File: src/rtl/sram_b_fifo_ctrl.sv
// Valid/ready FIFO controller for a 1w:1r sram_b macro, with a 2-entry output
// prefetch buffer that hides the one-cycle SRAM read latency.
module sram_b_fifo_ctrl #(
    parameter int ABITS  = 6,
    parameter int DWIDTH = 8
) (
    input  logic              CLK,
    input  logic              RST,
    input  logic              clear,
    input  logic              in_valid,
    output logic              in_ready,
    input  logic [DWIDTH-1:0] in_data,
    output logic              out_valid,
    input  logic              out_ready,
    output logic [DWIDTH-1:0] out_data,
    output logic [ABITS+1:0]  count,
    output logic              mem_CE0,
    output logic [ABITS-1:0]  mem_A0,
    output logic [DWIDTH-1:0] mem_D0,
    output logic              mem_WE0,
    output logic [DWIDTH-1:0] mem_WEM0,
    output logic              mem_CE1,
    output logic [ABITS-1:0]  mem_A1,
    input  logic [DWIDTH-1:0] mem_Q1
);
    localparam int DEPTH = 2 ** ABITS;
    localparam logic [ABITS:0] DEPTH_C = (ABITS+1)'(DEPTH);

    logic [ABITS-1:0]  wr_ptr_q, wr_ptr_d;
    logic [ABITS-1:0]  rd_ptr_q, rd_ptr_d;
    logic [ABITS:0]    sram_cnt_q, sram_cnt_d;
    logic              inflight_q, inflight_d;
    logic [1:0]        buf_cnt_q, buf_cnt_d;
    logic [DWIDTH-1:0] buf0_q, buf0_d;
    logic [DWIDTH-1:0] buf1_q, buf1_d;
    logic              in_ready_q, in_ready_d;
    logic              out_valid_q, out_valid_d;
    logic [ABITS+1:0]  count_q, count_d;

    logic push;
    logic pop;
    logic issue;
    logic [2:0] pending;

    // clear suppresses every handshake and SRAM access in its cycle
    assign push    = in_valid && in_ready_q && !clear;
    assign pop     = out_valid_q && out_ready && !clear;
    assign pending = {1'b0, buf_cnt_q} + {2'b00, inflight_q};
    assign issue   = !clear && (sram_cnt_q != '0) && (pending < (3'd2 + {2'b00, pop}));

    always_comb begin
        wr_ptr_d   = wr_ptr_q;
        rd_ptr_d   = rd_ptr_q;
        sram_cnt_d = sram_cnt_q;
        inflight_d = 1'b0;
        buf_cnt_d  = buf_cnt_q;
        buf0_d     = buf0_q;
        buf1_d     = buf1_q;
        if (clear) begin
            wr_ptr_d   = '0;
            rd_ptr_d   = '0;
            sram_cnt_d = '0;
            buf_cnt_d  = '0;
        end else begin
            wr_ptr_d   = wr_ptr_q + ABITS'(push);
            rd_ptr_d   = rd_ptr_q + ABITS'(issue);
            sram_cnt_d = sram_cnt_q + (ABITS+1)'(push) - (ABITS+1)'(issue);
            inflight_d = issue;
            // shift out the head first, then land the returning read at the new tail
            if (pop) begin
                buf0_d    = buf1_q;
                buf_cnt_d = buf_cnt_q - 2'd1;
            end
            if (inflight_q) begin
                if (buf_cnt_d == 2'd0) begin
                    buf0_d = mem_Q1;
                end else begin
                    buf1_d = mem_Q1;
                end
                buf_cnt_d = buf_cnt_d + 2'd1;
            end
        end
        in_ready_d  = sram_cnt_d < DEPTH_C;
        out_valid_d = buf_cnt_d != 2'd0;
        count_d     = (ABITS+2)'(sram_cnt_d) + (ABITS+2)'(inflight_d) + (ABITS+2)'(buf_cnt_d);
    end

    always_ff @(posedge CLK or posedge RST) begin
        if (RST) begin
            wr_ptr_q    <= '0;
            rd_ptr_q    <= '0;
            sram_cnt_q  <= '0;
            inflight_q  <= 1'b0;
            buf_cnt_q   <= '0;
            buf0_q      <= '0;
            buf1_q      <= '0;
            in_ready_q  <= 1'b0;
            out_valid_q <= 1'b0;
            count_q     <= '0;
        end else begin
            wr_ptr_q    <= wr_ptr_d;
            rd_ptr_q    <= rd_ptr_d;
            sram_cnt_q  <= sram_cnt_d;
            inflight_q  <= inflight_d;
            buf_cnt_q   <= buf_cnt_d;
            buf0_q      <= buf0_d;
            buf1_q      <= buf1_d;
            in_ready_q  <= in_ready_d;
            out_valid_q <= out_valid_d;
            count_q     <= count_d;
        end
    end

    assign in_ready  = in_ready_q;
    assign out_valid = out_valid_q;
    assign out_data  = buf0_q;
    assign count     = count_q;

    // Address/data buses are zeroed when idle so the macro sees clean inputs
    assign mem_CE0  = push;
    assign mem_WE0  = push;
    assign mem_WEM0 = {DWIDTH{push}};
    assign mem_A0   = push ? wr_ptr_q : '0;
    assign mem_D0   = push ? in_data : '0;
    assign mem_CE1  = issue;
    assign mem_A1   = issue ? rd_ptr_q : '0;

endmodule

File: config.mk
export PLATFORM = sky130hd
export DESIGN_NAME = sram_b_fifo_ctrl
export DESIGN_NICKNAME = d
export VERILOG_FILES = /design/src/rtl/sram_b_fifo_ctrl.sv
export SDC_FILE = /design/constraint.sdc
export NUM_CORES = 1
export LEC_CHECK = 0
export BUFFER_PORTS_ARGS = -buffer_cell sky130_fd_sc_hd__buf_2
export CAP_MARGIN = 20
export CORE_ASPECT_RATIO = 1.4
export CORE_MARGIN = 2
export CORE_UTILIZATION = 47
export DETAILED_ROUTE_END_ITERATION = 8
export HOLD_SLACK_MARGIN = 0.03
export PLACE_DENSITY_LB_ADDON = 0.2
export RECOVER_POWER = 50
export SYNTH_ARGS = -nofsm -noshare
export SYNTH_HDL_FRONTEND = slang
export SYNTH_SLANG_ARGS = --single-unit
File: constraint.sdc
create_clock -name CLK -period 3.2 [get_ports CLK]
set_input_delay 0.64 -clock CLK [delete_from_list [all_inputs] [get_ports CLK]]
set_output_delay 0.64 -clock CLK [all_outputs]
set_load 0.05 [all_outputs]
==> results.cfg <==
[status]
outcome = finished, violations left
violations = max-capacitance violations, max-slew violations

[floorplan]
rows = 32
start_util_pct = 47.9
fp.dieH_um = 92.2
die_w_um = 67.0
core_area_um2 = 5450
dieArea_um2 = 6170
io_pins = 70

[cts]
h-tree-depth = 2
clkTransAtPathRegs_ns = 0.09
cts_tree = yes
cts.path.max_buffers = 2
hold_buffers = 0
clk_latency_ns = 0.30
numCtsBuffers = 5
cts.sinks = 48
root_buffer = clkbuf_8

[yosys]
synth_ff_type = dfrtp_1
syn_area_per_cell_um2 = 10.7
netlist_instances = 243
yosysWarnings = 0
ys_types = 41
synthArstFlopShare_pct = 100
seq_area_frac_synth_pct = 46.0
synth_edf_count = 0
synth-seq-cells = 48
syn_nets = 284
netlist_area_um2 = 2610

[drt]
viasPerCell = 4.92
wl_mm = 5.18
drtIter0Drc = 96
postRouteAntennaNets = 0
drc = 0
route.vias.total = 1984
wl_per_cell_um = 12.8
dr.pass1.iters = 4

[grt]
grt_pass1_vias = 1870
grt_usage_pct = 18.1
grt_pass1_wl_mm = 8.55
grt_max_degree = 49
antenna_found_initial = 0
gr-total-overflow = 0

[timing]
rsz0062_at_grt = true
max-slew-margin-rel_pct = -55.6
fmax_mhz = 317
fin_setup_tns_ns = 0
period_minus_slack_ns = 3.15
setup_violations = 0
final_hold_viol_count = 0
finClkSkew_ns = 0.00541
whs_ns = 0.213
post-route-period-util_pct = 98.6
tightestPinTransition_ns = 2.33
slew_viol_final = 45

[critical_path]
rr_worst_depth = 15
critPathLaunchType = flip-flop
required_ns = 3.44
timing.rr.end = count[7]$_DFF_PP0_
reg2reg_from = inflight_q$_DFF_PP0_
cp_max_fo = 2
cp_data_arrival_time_ns = 3.39
regToRegSetupSlack_ns = 0.05
crit_path_end = count[7]$_DFF_PP0_
crit_path_end_kind = flip-flop
path_class = reg -> reg
cp-startpoint = inflight_q$_DFF_PP0_

[final_layout]
diodes = 0
nNetsFinal = 375
drive_above_1_share_pct = 34.9
instances_no_fill = 403
fillers = 478
syn2layout_area_growth_pct = 28.8

[pwr]
power.leakage_uw = 0.00165
peakVddDrop_v = 0.000536
power_density_nw_per_um2 = 1030

[placed_design]
portBuffers = 69
hpwl_mm = 3.67
place_inst = 386
place_congestion = 0.774

[min_path]
hold_path.class = in -> async

[flow_run]
cap_violations = 1
==> state kept, by name, indices dropped and copies added (netlist names) <==
register	cells
buf1_q	8
count	8
out_data	8
sram_cnt_q	7
rd_ptr_q	6
wr_ptr_q	6
buf_cnt_q	2
in_ready	1
inflight_q	1
out_valid	1
==> report_power, final <==
part	total (uW)	leakage (uW)	switching, uW	internal (uW)
Combinational	2150	0.00100	1290	859
Clock	372	0.0000510	199	173
Sequential	943	0.000602	118	826
Total	3460	0.00165	1610	1860
==> worst min path at each step <==
stage / from / cells after the start / slack (ns) / to
2_1_floorplan: buf1_q[4]$_DFFE_PP0P_ / 1 / 0.46 / buf1_q[4]$_DFFE_PP0P_
3_3_place_gp: buf1_q[2]$_DFFE_PP0P_ / 1 / 0.47 / buf1_q[2]$_DFFE_PP0P_
3_5_place_dp: buf1_q[5]$_DFFE_PP0P_ / 1 / 0.48 / buf1_q[5]$_DFFE_PP0P_
4_1_cts: buf1_q[5]$_DFFE_PP0P_ / 1 / 0.50 / buf1_q[5]$_DFFE_PP0P_
5_1_grt: RST / 2 / 0.21 / rd_ptr_q[2]$_DFF_PP0_
6_report: RST / 2 / 0.21 / rd_ptr_q[2]$_DFF_PP0_
==> cells by family (layout without fill, tap and decap cells) <==
group / after synthesis / after routing / share of synthesized area, %
xor gates and xnor gates: 20 / 20 / 6.71
DFF: 48 / 48 / 46.0
muxes: 9 / 9 / 3.88
buffers and inverters: 28 / 120 / 5.37
and+or+nand+nor: 95 / 95 / 20.9
AOI/OAI and AO/OA: 23 / 23 / 6.62
adders and majority gates: 20 / 20 / 10.5
==> worst max-delay path: stages (launching register included) <==
cell	delay, ns
dfrtp_1	0.40
ha_2	0.20
ha_4	0.20
o21a_1	0.13
a2111oi_4	0.22
ha_1	0.29
inv_2	0.06
ha_4	0.12
fa_1	0.42
nand2b_1	0.13
inv_2	0.07
ha_4	0.25
a21oi_2	0.05
nor2_2	0.10
nor4b_4	0.25
and3_1	0.20
==> timing repair <==
| action | in CTS | in global routing |
|---|---|---|
| setup buffers | 9 | 2 |
| endpoints found under the setup margin | 4 | 8 |
| endpoints found under the hold margin | 0 | 0 |
| resized for setup | 6 | 10 |
| pin swaps | 13 | 11 |
| cloned | 0 | 0 |
==> Yosys cell counts (all sizes together), types with 3 or more instances <==
cell type | count | area (um^2)
a21oi | 7 | 35.0
and2 | 19 | 119
buf | 10 | 72.6
clkbuf | 4 | 15.0
dfrtp | 48 | 1200
fa | 3 | 60.1
ha | 17 | 213
inv | 14 | 52.6
mux2 | 9 | 101
nand2 | 5 | 18.8
nand2b | 4 | 25.0
nand3 | 5 | 25.0
nor2 | 36 | 138
nor2b | 9 | 56.3
nor4b | 3 | 32.5
o22ai | 6 | 37.5
xnor2 | 11 | 96.3
xor2 | 9 | 78.8
==> layout by cell type (no fill, tap or decap), drive strengths merged, types with 6 or more instances in the layout <==
cell type / instances
a21oi: 7
and2: 19
buf: 78
clkbuf: 26
dfrtp: 48
ha: 17
inv: 14
mux2: 9
nor2: 36
nor2b: 9
o22ai: 6
xnor2: 11
xor2: 9
==> final cells by class <==
class                   count  area [um^2]  share of cell area (%)
inverters                  14         52.6                    1.56
multi-input cells         167         1390                    41.2
repair buffers             98          544                    16.2
flip-flops and latches     48         1200                    35.7
clock inverters             2         10.0                   0.298
well taps                  68         85.1                    2.53
clock buffers               6         82.6                    2.46
==> metrics by stage <==
stage	area (um^2)	power (uW)	setup slack, ns	util (%)
5_1_grt	3360	3720	-0.129	61.7
3_5_place_dp	3160	2960	-0.252	58.0
4_1_cts	3330	3450	-0.160	61.2
3_3_place_gp	3160	2940	-0.196	58.0
6_report	3360	3460	0.0459	61.7
2_1_floorplan	2660	2450	-0.692	-
==> per-layer routing <==
metal | GRT usage [%] | vias up | wire (um)
li1 | - | 988 | -
met1 | 23.7 | 940 | 2200
met2 | 29.3 | 50 | 2640
met3 | 3.80 | 6 | 260
met4 | 6.63 | 0 | 81
met5 | 0 | - | 0
No activity file was read; power rests on OpenSTA's default activity.
